<file path="config.mk">
export PLATFORM = sky130hd
export DESIGN_NAME = sparc_exu_yreg_file_flat
export DESIGN_NICKNAME = d
export VERILOG_FILES = /design/src/rtl/sparc_exu_yreg_file_pkg.sv /design/src/rtl/sparc_exu_yreg_file_if.sv /design/src/rtl/sparc_exu_yreg_file_entry.sv /design/src/rtl/sparc_exu_yreg_file.sv /design/src/flat_wrapper.sv
export SDC_FILE = /design/constraint.sdc
export NUM_CORES = 1
export LEC_CHECK = 0
export CORE_MARGIN = 2
export CORE_UTILIZATION = 47
export DETAILED_ROUTE_END_ITERATION = 8
export HOLD_SLACK_MARGIN = 0.12
export PLACE_DENSITY = 0.7
export RECOVER_POWER = 100
export SLEW_MARGIN = 40
export SYNTH_ARGS = -nofsm -noshare
export SYNTH_HDL_FRONTEND = slang
export SYNTH_SLANG_ARGS = --single-unit
</file>
<file path="constraint.sdc">
create_clock -name clk -period 6.7 [get_ports clk]
set_clock_uncertainty 0.1 [all_clocks]
set_input_delay 2.01 -clock clk [delete_from_list [all_inputs] [get_ports clk]]
set_output_delay 2.01 -clock clk [all_outputs]
set_load 0.01 [all_outputs]
</file>
<file path="src/rtl/sparc_exu_yreg_file_pkg.sv">
// Shared definitions for the per-thread Y register file: default sizes,
// next-value source encoding and reset value.
package sparc_exu_yreg_file_pkg;

    localparam int NTHR_DEF = 4;
    localparam int DW_DEF   = 32;
    localparam int DW_MAX   = 64;

    localparam logic [DW_MAX-1:0] YREG_RST = '0;

    typedef enum logic [1:0] {
        SRC_HOLD  = 2'd0,
        SRC_W     = 2'd1,
        SRC_G     = 2'd2,
        SRC_SHIFT = 2'd3
    } yreg_src_e;

endpackage

</file>
<file path="src/rtl/sparc_exu_yreg_file_if.sv">
// Write/shift/read bundle of the Y register file; master drives requests,
// slave (the register file) returns read data, lsb_l and err_coll.
interface sparc_exu_yreg_file_if #(
    parameter int NTHR = 4,
    parameter int DW   = 32
);
    logic [NTHR-1:0] wr_w_thr;
    logic [DW-1:0]   wr_w_data;
    logic [NTHR-1:0] wr_g_thr;
    logic [DW-1:0]   wr_g_data;
    logic [NTHR-1:0] shift_thr;
    logic            shift_in;
    logic [NTHR-1:0] rd_thr_e;
    logic [DW-1:0]   rd_data_e;
    logic [NTHR-1:0] lsb_l;
    logic            err_coll;

    modport master (
        output wr_w_thr, wr_w_data, wr_g_thr, wr_g_data,
        output shift_thr, shift_in, rd_thr_e,
        input  rd_data_e, lsb_l, err_coll
    );

    modport slave (
        input  wr_w_thr, wr_w_data, wr_g_thr, wr_g_data,
        input  shift_thr, shift_in, rd_thr_e,
        output rd_data_e, lsb_l, err_coll
    );
endinterface

</file>
<file path="src/rtl/sparc_exu_yreg_file_entry.sv">
// One thread's Y register: priority next-value mux (W > G > shift) and
// source-collision detect. SPARC_EXU_YREG_BYPASS_EN exposes the next value.
module sparc_exu_yreg_entry
    import sparc_exu_yreg_file_pkg::*;
#(
    parameter int DW = DW_DEF
) (
    input  logic          clk,
    input  logic          arst_l,
    input  logic          se,
    input  logic          i_w_en,
    input  logic [DW-1:0] i_w_data,
    input  logic          i_g_en,
    input  logic [DW-1:0] i_g_data,
    input  logic          i_sh_en,
    input  logic          i_sh_in,
    output logic          o_coll,
`ifdef SPARC_EXU_YREG_BYPASS_EN
    output logic [DW-1:0] o_nxt,
`endif
    output logic [DW-1:0] o_q
);

    yreg_src_e     w_src;
    logic [DW-1:0] w_nxt;
    logic [DW-1:0] r_q;
    logic          w_unused_se;

    // Scan stitching is added at netlist level; se is carried for port compatibility.
    assign w_unused_se = se;

    always_comb begin
        w_src = SRC_HOLD;
        if (i_w_en)
            w_src = SRC_W;
        else if (i_g_en)
            w_src = SRC_G;
        else if (i_sh_en)
            w_src = SRC_SHIFT;
    end

    always_comb begin
        w_nxt = r_q;
        case (w_src)
            SRC_W:     w_nxt = i_w_data;
            SRC_G:     w_nxt = i_g_data;
            SRC_SHIFT: w_nxt = {i_sh_in, r_q[DW-1:1]};
            default:   w_nxt = r_q;
        endcase
    end

    always_ff @(posedge clk or negedge arst_l) begin
        if (!arst_l)
            r_q <= YREG_RST[DW-1:0];
        else
            r_q <= w_nxt;
    end

    assign o_coll = (i_w_en & i_g_en) | (i_w_en & i_sh_en) | (i_g_en & i_sh_en);
    assign o_q    = r_q;
`ifdef SPARC_EXU_YREG_BYPASS_EN
    assign o_nxt  = w_nxt;
`endif

endmodule

</file>
<file path="src/rtl/sparc_exu_yreg_file.sv">
// Per-thread Y register file: staged W write slot, NTHR entries, read mux,
// lsb_l and registered err_coll. Optional read bypass: SPARC_EXU_YREG_BYPASS_EN.
module sparc_exu_yreg_file
    import sparc_exu_yreg_file_pkg::*;
#(
    parameter int NTHR = NTHR_DEF,
    parameter int DW   = DW_DEF
) (
    input  logic                   clk,
    input  logic                   arst_l,
    input  logic                   se,
    sparc_exu_yreg_file_if.slave   yif
);

    logic            r_pend_vld;
    logic [NTHR-1:0] r_pend_thr;
    logic [DW-1:0]   r_pend_data;
    logic            r_err_coll;

    logic [DW-1:0]   w_q      [NTHR];
    logic [DW-1:0]   w_rd_src [NTHR];
    logic [NTHR-1:0] w_coll;
    logic [NTHR-1:0] w_lsb_l;
    logic [DW-1:0]   w_rd_data;
    logic            w_err;

    function automatic logic multi_hot(input logic [NTHR-1:0] v);
        return (v & (v - NTHR'(1))) != '0;
    endfunction

    always_ff @(posedge clk or negedge arst_l) begin
        if (!arst_l) begin
            r_pend_vld <= 1'b0;
            r_pend_thr <= '0;
        end else begin
            r_pend_vld <= |yif.wr_w_thr;
            r_pend_thr <= yif.wr_w_thr;
        end
    end

    // Data half of the slot needs no reset: it is qualified by r_pend_vld.
    always_ff @(posedge clk) begin
        r_pend_data <= yif.wr_w_data;
    end

    for (genvar t = 0; t < NTHR; t++) begin : g_thr
        sparc_exu_yreg_entry #(.DW(DW)) u_entry (
            .clk      (clk),
            .arst_l   (arst_l),
            .se       (se),
            .i_w_en   (r_pend_vld & r_pend_thr[t]),
            .i_w_data (r_pend_data),
            .i_g_en   (yif.wr_g_thr[t]),
            .i_g_data (yif.wr_g_data),
            .i_sh_en  (yif.shift_thr[t]),
            .i_sh_in  (yif.shift_in),
            .o_coll   (w_coll[t]),
`ifdef SPARC_EXU_YREG_BYPASS_EN
            .o_nxt    (w_rd_src[t]),
`endif
            .o_q      (w_q[t])
        );

`ifndef SPARC_EXU_YREG_BYPASS_EN
        assign w_rd_src[t] = w_q[t];
`endif
        assign w_lsb_l[t] = ~w_q[t][0];
    end

    always_comb begin
        w_rd_data = '0;
        if (arst_l && !multi_hot(yif.rd_thr_e)) begin
            for (int t = 0; t < NTHR; t++) begin
                if (yif.rd_thr_e[t])
                    w_rd_data = w_rd_src[t];
            end
        end
    end

    assign w_err = (|w_coll)
                 | multi_hot(yif.wr_w_thr)
                 | multi_hot(yif.wr_g_thr)
                 | multi_hot(yif.shift_thr)
                 | multi_hot(yif.rd_thr_e);

    always_ff @(posedge clk or negedge arst_l) begin
        if (!arst_l)
            r_err_coll <= 1'b0;
        else
            r_err_coll <= w_err;
    end

    assign yif.rd_data_e = w_rd_data;
    assign yif.lsb_l     = w_lsb_l;
    assign yif.err_coll  = r_err_coll;

endmodule

</file>
<file path="src/flat_wrapper.sv">
// flat-port wrapper written by rule: the top's interface ports become plain ports
module sparc_exu_yreg_file_flat import sparc_exu_yreg_file_pkg::*;
#(
    parameter int NTHR = NTHR_DEF,
    parameter int DW   = DW_DEF
)
  (clk, arst_l, se, yif_wr_w_thr, yif_wr_w_data, yif_wr_g_thr, yif_wr_g_data, yif_shift_thr, yif_shift_in, yif_rd_thr_e, yif_rd_data_e, yif_lsb_l, yif_err_coll);
  sparc_exu_yreg_file_if #(.NTHR(NTHR), .DW(DW)) yif_i ();
  input  logic clk;
  input  logic arst_l;
  input  logic se;
  input wire logic [$bits(yif_i.wr_w_thr)-1:0] yif_wr_w_thr;
  input wire logic [$bits(yif_i.wr_w_data)-1:0] yif_wr_w_data;
  input wire logic [$bits(yif_i.wr_g_thr)-1:0] yif_wr_g_thr;
  input wire logic [$bits(yif_i.wr_g_data)-1:0] yif_wr_g_data;
  input wire logic [$bits(yif_i.shift_thr)-1:0] yif_shift_thr;
  input wire logic [$bits(yif_i.shift_in)-1:0] yif_shift_in;
  input wire logic [$bits(yif_i.rd_thr_e)-1:0] yif_rd_thr_e;
  output wire logic [$bits(yif_i.rd_data_e)-1:0] yif_rd_data_e;
  output wire logic [$bits(yif_i.lsb_l)-1:0] yif_lsb_l;
  output wire logic [$bits(yif_i.err_coll)-1:0] yif_err_coll;
  assign yif_i.wr_w_thr = yif_wr_w_thr;
  assign yif_i.wr_w_data = yif_wr_w_data;
  assign yif_i.wr_g_thr = yif_wr_g_thr;
  assign yif_i.wr_g_data = yif_wr_g_data;
  assign yif_i.shift_thr = yif_shift_thr;
  assign yif_i.shift_in = yif_shift_in;
  assign yif_i.rd_thr_e = yif_rd_thr_e;
  assign yif_rd_data_e = yif_i.rd_data_e;
  assign yif_lsb_l = yif_i.lsb_l;
  assign yif_err_coll = yif_i.err_coll;
  sparc_exu_yreg_file #(.NTHR(NTHR), .DW(DW)) u_core (.clk(clk), .arst_l(arst_l), .se(se), .yif(yif_i));
endmodule
</file>
==> results of run 1 <==
cells in the mapped netlist (10+ instances only):
library cell and instances:
a21oi_1 169, nor2_1 149, dfrtp_1 134, o22ai_1 118, inv_1 69, nand2_1 68
clkbuf_1 48, a221oi_1 44, o21ai_0 37, dfxtp_1 32, mux2i_1 32, buf_2 28
a22oi_1 21, o21ai_1 16, a211o_1 12, a21oi_2 10, buf_1 10, o22ai_2 10
cells in the final DEF, fill, tap and decap left out, types with 2 or more instances in the layout:
cell type,instances
clkbuf_16,17
a211oi_1,2
buf_4,15
dfxtp_1,32
a211o_1,12
o31ai_1,2
dfrtp_1,134
nor2_1,149
inv_1,69
clkinv_2,3
o22ai_2,5
o21ai_0,42
clkinvlp_4,5
clkdlybuf4s50_1,57
inv_6,2
a21oi_1,169
a21oi_2,10
buf_2,4
dlygate4sd3_1,55
a22oi_1,21
nor3_1,2
bufinv_16,2
o21ai_1,11
o22ai_1,123
clkinv_4,3
and2_4,3
mux2i_1,32
or3_1,5
clkbuf_1,7
a221oi_1,44
nand2_1,66
worst paths after layout:
kind | startpoint | endpoint | cells past startpoint
min in group asynchronous | arst_l | u_core.r_pend_vld | 2
max reg2reg | u_core.r_pend_vld | u_core.g_thr[1].u_entry.o_q[15] | 5
max in group asynchronous | arst_l | u_core.g_thr[2].u_entry.o_q[17] | 2
min | u_core.r_pend_data[7] | u_core.g_thr[3].u_entry.o_q[7] | 2
max | yif_rd_thr_e[0] | yif_rd_data_e[24] | 7
min reg2reg | u_core.r_pend_data[7] | u_core.g_thr[3].u_entry.o_q[7] | 2
worst max-delay path: stages:
cell	delay, ns
clkdlybuf4s50_1	0.50
clkbuf_2	0.50
o21ai_0	0.23
nand2_1	0.15
buf_4	0.27
a21oi_2	0.07
dlygate4sd3_1	0.62
flip-flops by register name, summed over array words and instances (netlist names):
register	cells
u_core.g_thr.u_entry.o_q	128
u_core.r_pend_data	32
u_core.r_pend_thr	4
u_core.r_pend_vld	1
u_core.yif.err_coll	1
cells by family after synthesis:
logic type / after synthesis / share of synthesized area
AOI/OAI and AO/OA: 445 / 0.319
and+or+nand+nor: 233 / 0.105
buffers and inverters: 167 / 0.0834
DFF: 166 / 0.454
muxes: 32 / 0.0364
adders and majority gates: 2 / 0.00242
power groups by stage:
stage | Sequential, W | Clock, W | Combinational (W)
final | 0.00118 | 0.000983 | 0.000453
after floorplan | 0.00117 | 0 | 0.000302
after global routing | 0.00119 | 0.00105 | 0.000506
after detailed placement | 0.00120 | 0 | 0.000460
after global placement | 0.00119 | 0 | 0.000452
after CTS | 0.00118 | 0.000995 | 0.000463
metal layers:
metal  vias to the layer above  wire (um)
li1                       3889          -
met4                         2        289
met1                      3997      11400
met5                         -         13
met3                        30       1560
met2                       323      12100
per-stage QoR:
step                      hold WS (ns)   util
final                            0.397  0.566
after global routing             0.434  0.566
after CTS                        0.391  0.570
after detailed placement         0.382  0.539
after global placement           0.377  0.538
after floorplan                  0.349      -
final cells by class:
class	instances	area, sq um
fillers	1698	8040
multi-input cells	712	4040
flip-flops and latches	166	3990
repair buffers	141	1320
clock buffers	17	425
well taps	234	293
inverters	69	259
clock inverters	15	156
==> flow_summary.json, run 1 <==
{
  "first_pass_iters": 7,
  "groute.layer.met3.usage": 0.0486,
  "die_area_sq_um": 19800,
  "post_cts_buffers": 0,
  "grt_remaining_overflow": 0,
  "finalSetupViolations": 0,
  "grt_usage": 0.261,
  "cp.required_ns": 4.59,
  "synth.distinct_cells": 37,
  "synth_top_area_share": 0.381,
  "finalPower_w": 0.00262,
  "route.vias.total": 8241,
  "dp.final_hpwl_um": 15400,
  "cts_tree": "built",
  "avgViaCountPerCell": 6.09,
  "yosys_warnings": 0,
  "clock_latency_ns": 0.43,
  "ios": 121,
  "yosys-top-cells-area": "dfrtp_1 (38%), a21oi_1 (9.6%), o22ai_1 (8.4%)",
  "fp.dieH_um": 141,
  "ant_nets": 0,
  "hold_viol": 0,
  "gp_congestion": 0.802,
  "drv_slew": 173,
  "cp-end-kind": "output port",
  "rsz0062_at_grt": "no",
  "status": "finished with violations",
  "gr-usage-met1": 0.365,
  "io_buffers": 119,
  "drc": 0,
  "root_buffer": "clkbuf_16",
  "maxCapViolCount": 4,
  "synth_flop_cell": "dfrtp_1",
  "postSynthAreaPerCell_sq_um": 8.41,
  "power.density_nw_per_um2": 250,
  "tns_ns": 0,
  "worst-r2r-setup-slack_ns": 4.20,
  "finalCriticalPeriod_ns": 6.48,
  "postCtsHoldBufs": 0,
  "place_area_sq_um": 9970,
  "cp_max_fo": 20,
  "post-route-period-util": 0.967,
  "antenna_found_initial": 1,
  "max_freq_mhz": 154,
  "clkSlewWorstSetupHoldPaths_ns": 0.06,
  "busiest_layer": "met2",
  "grt_max_degree": 71,
  "fin_nets": 1191,
  "finalNonFillerCells": 1354,
  "totalWireLength_um": 25300,
  "yosys.area.top_type": "dfrtp_1",
  "pwr-share-seq": 0.451,
  "synth_enable_flop_cells": 0,
  "hp-class": "flip-flop to flip-flop",
  "setup.worst_path.start_class": "primary input",
  "pwr-share-clk": 0.376,
  "ir_drop_mv": 0.183,
  "p_int_w": 0.00184,
  "violations": "max-capacitance violations, max-slew violations",
  "critPathKind": "primary input to output port",
  "netlist_instances": 1045,
  "diodes": 0,
  "dp_slack_ns": 0.415,
  "arrival_ns": 4.37,
  "dpl.cell_count": 1322,
  "layout_setup_ws_ns": 0.224,
  "avgRoutedWirePerCell_um": 18.7,
  "syn_area_sq_um": 8790,
  "clock-sinks": 166,
  "cts_buffer_depth": 2,
  "layout-drive-gt1-share": 0.0688,
  "drt_iter0_markers": 870,
  "cts_made_buffers": 17,
  "cts-htree-levels": 4,
  "yosysSeqAreaShare": 0.454,
  "p_sw_w": 0.000774,
  "finalInstanceArea_sq_um": 10500,
  "coreArea_sq_um": 18500,
  "grt_pass1_vias": 7997,
  "synth_fp_nets": 1129,
  "use_met2": 0.417,
  "ys_async_sr_fraction": 0.807,
  "area_growth_pct": 19.2,
  "p_leak_nw": 4.44,
  "power_frac_comb": 0.173,
  "rows": 50,
  "slew_headroom": -1.41,
  "worst_pin_slew_ns": 3.61,
  "start_util": 0.475,
  "grt_first_pass_wirelength_um": 42200,
  "synth-seq-cells": 166,
  "cts_resized": 0,
  "switching_share": 0.296,
  "die_x_um": 141
}
(Power assumes the default switching activity.)
==> run 2: changes to the inputs <==
--- a/config.mk
+++ b/config.mk
@@ -7,10 +7,12 @@
 export LEC_CHECK = 0
 export CORE_MARGIN = 2
 export CORE_UTILIZATION = 47
+export CTS_BUF_LIST = sky130_fd_sc_hd__clkbuf_16
 export DETAILED_ROUTE_END_ITERATION = 8
 export HOLD_SLACK_MARGIN = 0.12
 export PLACE_DENSITY = 0.7
 export RECOVER_POWER = 100
+export SETUP_SLACK_MARGIN = 0.5
 export SLEW_MARGIN = 40
 export SYNTH_ARGS = -nofsm -noshare
 export SYNTH_HDL_FRONTEND = slang
==> run 2 against run 1 <==
  * Largest cell class unchanged
  * Count of clock-buffer cells in the layout is the same
  * Global-route usage is the same
  * Wire length is essentially flat
  * Critical endpoint is now yif_rd_data_e[27]
  * Via count grew 0.78%
  * Non-clock buffer count grew 2
  * The run still ends with max-capacitance violations, max-slew violations left
  * Final area grew 0.21%
  * Critical path depth is the same
  * Register-to-register slack is essentially flat
  * Sequential power is essentially flat
==> flow_summary.json, run 2 (same netlist as run 1, synthesis figures left out) <==
{
  "ant_nets": 0,
  "clkSlewWorstSetupHoldPaths_ns": 0.07,
  "critical_path.endpoint": "yif_rd_data_e[27]",
  "area_growth_pct": 19.5,
  "hp-class": "flip-flop to flip-flop",
  "finalPower_w": 0.00262,
  "crit_buf_inv": 4,
  "rows": 50,
  "gp_congestion": 0.802,
  "dp.final_hpwl_um": 15400,
  "finalInstanceArea_sq_um": 10500,
  "drt_iter0_markers": 872,
  "critPathKind": "primary input to output port",
  "mostFrequentLayoutCells": "a21oi_1 (169), nor2_1 (149), dfrtp_1 (134), o22ai_1 (123), inv_1 (69)",
  "finalSetupViolations": 0,
  "fin_nets": 1193,
  "reg2regPathDepth": 5,
  "totalWireLength_um": 25300,
  "drv_slew": 205,
  "drc": 0,
  "post-route-period-util": 0.953,
  "cp.required_ns": 4.59,
  "start_util": 0.475,
  "rsz0062_at_grt": "no",
  "worst_pin_slew_ns": 3.70,
  "clock_latency_ns": 0.43,
  "root_buffer": "clkbuf_16",
  "antenna_found_initial": 1,
  "status": "finished with violations",
  "diodes": 0,
  "critPathTopFamily": "buffers and inverters",
  "io_buffers": 119,
  "grt_max_degree": 71,
  "timing.hold.ws_ns": 0.399,
  "cp_slowest_cell": "dlygate4sd3_1",
  "worst-r2r-setup-slack_ns": 4.20,
  "grt_remaining_overflow": 0,
  "grt_first_pass_wirelength_um": 42200,
  "violations": "max-capacitance violations, max-slew violations",
  "hold_viol": 0,
  "setup.worst_path.start_class": "primary input",
  "crit_chain": "clkdlybuf4s50_1, clkbuf_2, o21ai_1, nand2_1, buf_4, a21oi_2, dlygate4sd3_1",
  "slew_headroom": -1.47,
  "die_area_sq_um": 19800,
  "avgViaCountPerCell": 6.12,
  "layout-drive-gt1-share": 0.0704,
  "cp-startpoint": "yif_rd_thr_e[0]",
  "critPathMaxStageDelay_ns": 0.61,
  "rr_startpoint": "u_core.r_pend_vld",
  "fp.dieH_um": 141,
  "power.density_nw_per_um2": 249,
  "ios": 121,
  "coreArea_sq_um": 18500,
  "place_area_sq_um": 9970,
  "arrival_ns": 4.27,
  "layout_commonest_cell": "a21oi_1",
  "postCtsHoldBufs": 0,
  "cts-htree-levels": 4,
  "cts_tree": "built",
  "cp_max_fo": 20,
  "finalCriticalPeriod_ns": 6.38,
  "cts_buffer_depth": 2,
  "maxCapViolCount": 4,
  "p_leak_nw": 4.45,
  "grt_usage": 0.261,
  "max_freq_mhz": 157,
  "grt_pass1_vias": 7997,
  "cts_made_buffers": 17,
  "cp-end-kind": "output port",
  "tns_ns": 0,
  "largest_register_ffs": 128,
  "reg2reg_to": "u_core.g_thr[1].u_entry.o_q[15]",
  "clock-sinks": 166,
  "die_x_um": 141,
  "worstSetupPathDepth": 7,
  "route.vias.total": 8305,
  "first_pass_iters": 5,
  "ir_drop_mv": 0.183,
  "avgRoutedWirePerCell_um": 18.7
}
## run 2: cell count changes in the layout (fill, tap and decap cells not counted), sizes merged
cell | previous run | this run
dlygate4sd3 | 55 | 47
clkdlybuf4s50 | 57 | 64
buf | 21 | 23
dlymetal6s2s | 0 | 1
## run 2: area by class of cell
class,count,area [sq um]
multi-input combinational,712,4040
clock inverter,15,156
sequential,166,3990
timing repair buffer,143,1330
fill,1695,8010
inverter,69,259
tap,234,293
clock buffer,17,425
## run 2: per-stage QoR
stage                     setup WS, ns  utilization  instances
after detailed placement         0.415        0.539       1322
after global routing             0.257        0.567       1356
after floorplan                   1.52            -       1045
final                            0.316        0.567       1356
after CTS                        0.507        0.570       1354
after global placement           0.395        0.538       1322
## run 2: how the worst min path moves through the flow
stage                           start                               to  slack, ns  cells after the start
2_1_floorplan   u_core.r_pend_data[0]   u_core.g_thr[3].u_entry.o_q[0]       0.35                      2
3_3_place_gp    u_core.r_pend_data[0]   u_core.g_thr[3].u_entry.o_q[0]       0.38                      2
3_5_place_dp    u_core.r_pend_data[0]   u_core.g_thr[3].u_entry.o_q[0]       0.38                      2
4_1_cts         u_core.r_pend_data[0]   u_core.g_thr[3].u_entry.o_q[0]       0.39                      2
5_1_grt        u_core.r_pend_data[23]  u_core.g_thr[3].u_entry.o_q[23]       0.43                      2
6_report        u_core.r_pend_data[7]   u_core.g_thr[3].u_entry.o_q[7]       0.40                      2
## run 2: tightest hold or removal path: stages, from the launching register on
cell and delay [ns]:
dfxtp_1 0.34, nand2_1 0.06, o21ai_0 0.06
## run 2: repair_timing
item / CTS / global route
endpoints found under the setup margin: 9 / 3
gates resized for setup: 1 / 1
buffers inserted: 0 / 2
## run 2: power by group
part | internal [W] | switching, W
Clock | 0.000550 | 0.000433
Sequential | 0.00110 | 0.0000847
Combinational | 0.000198 | 0.000257
## run 2: per-layer routing
metal	wire, um	vias to the layer above	share of wire	GRT usage
met1	11300	4041	0.45	0.365
li1	-	3896	-	-
met5	13	-	0.00051	0
met2	12000	326	0.48	0.417
met3	1570	40	0.062	0.0486
met4	340	2	0.013	0.0721
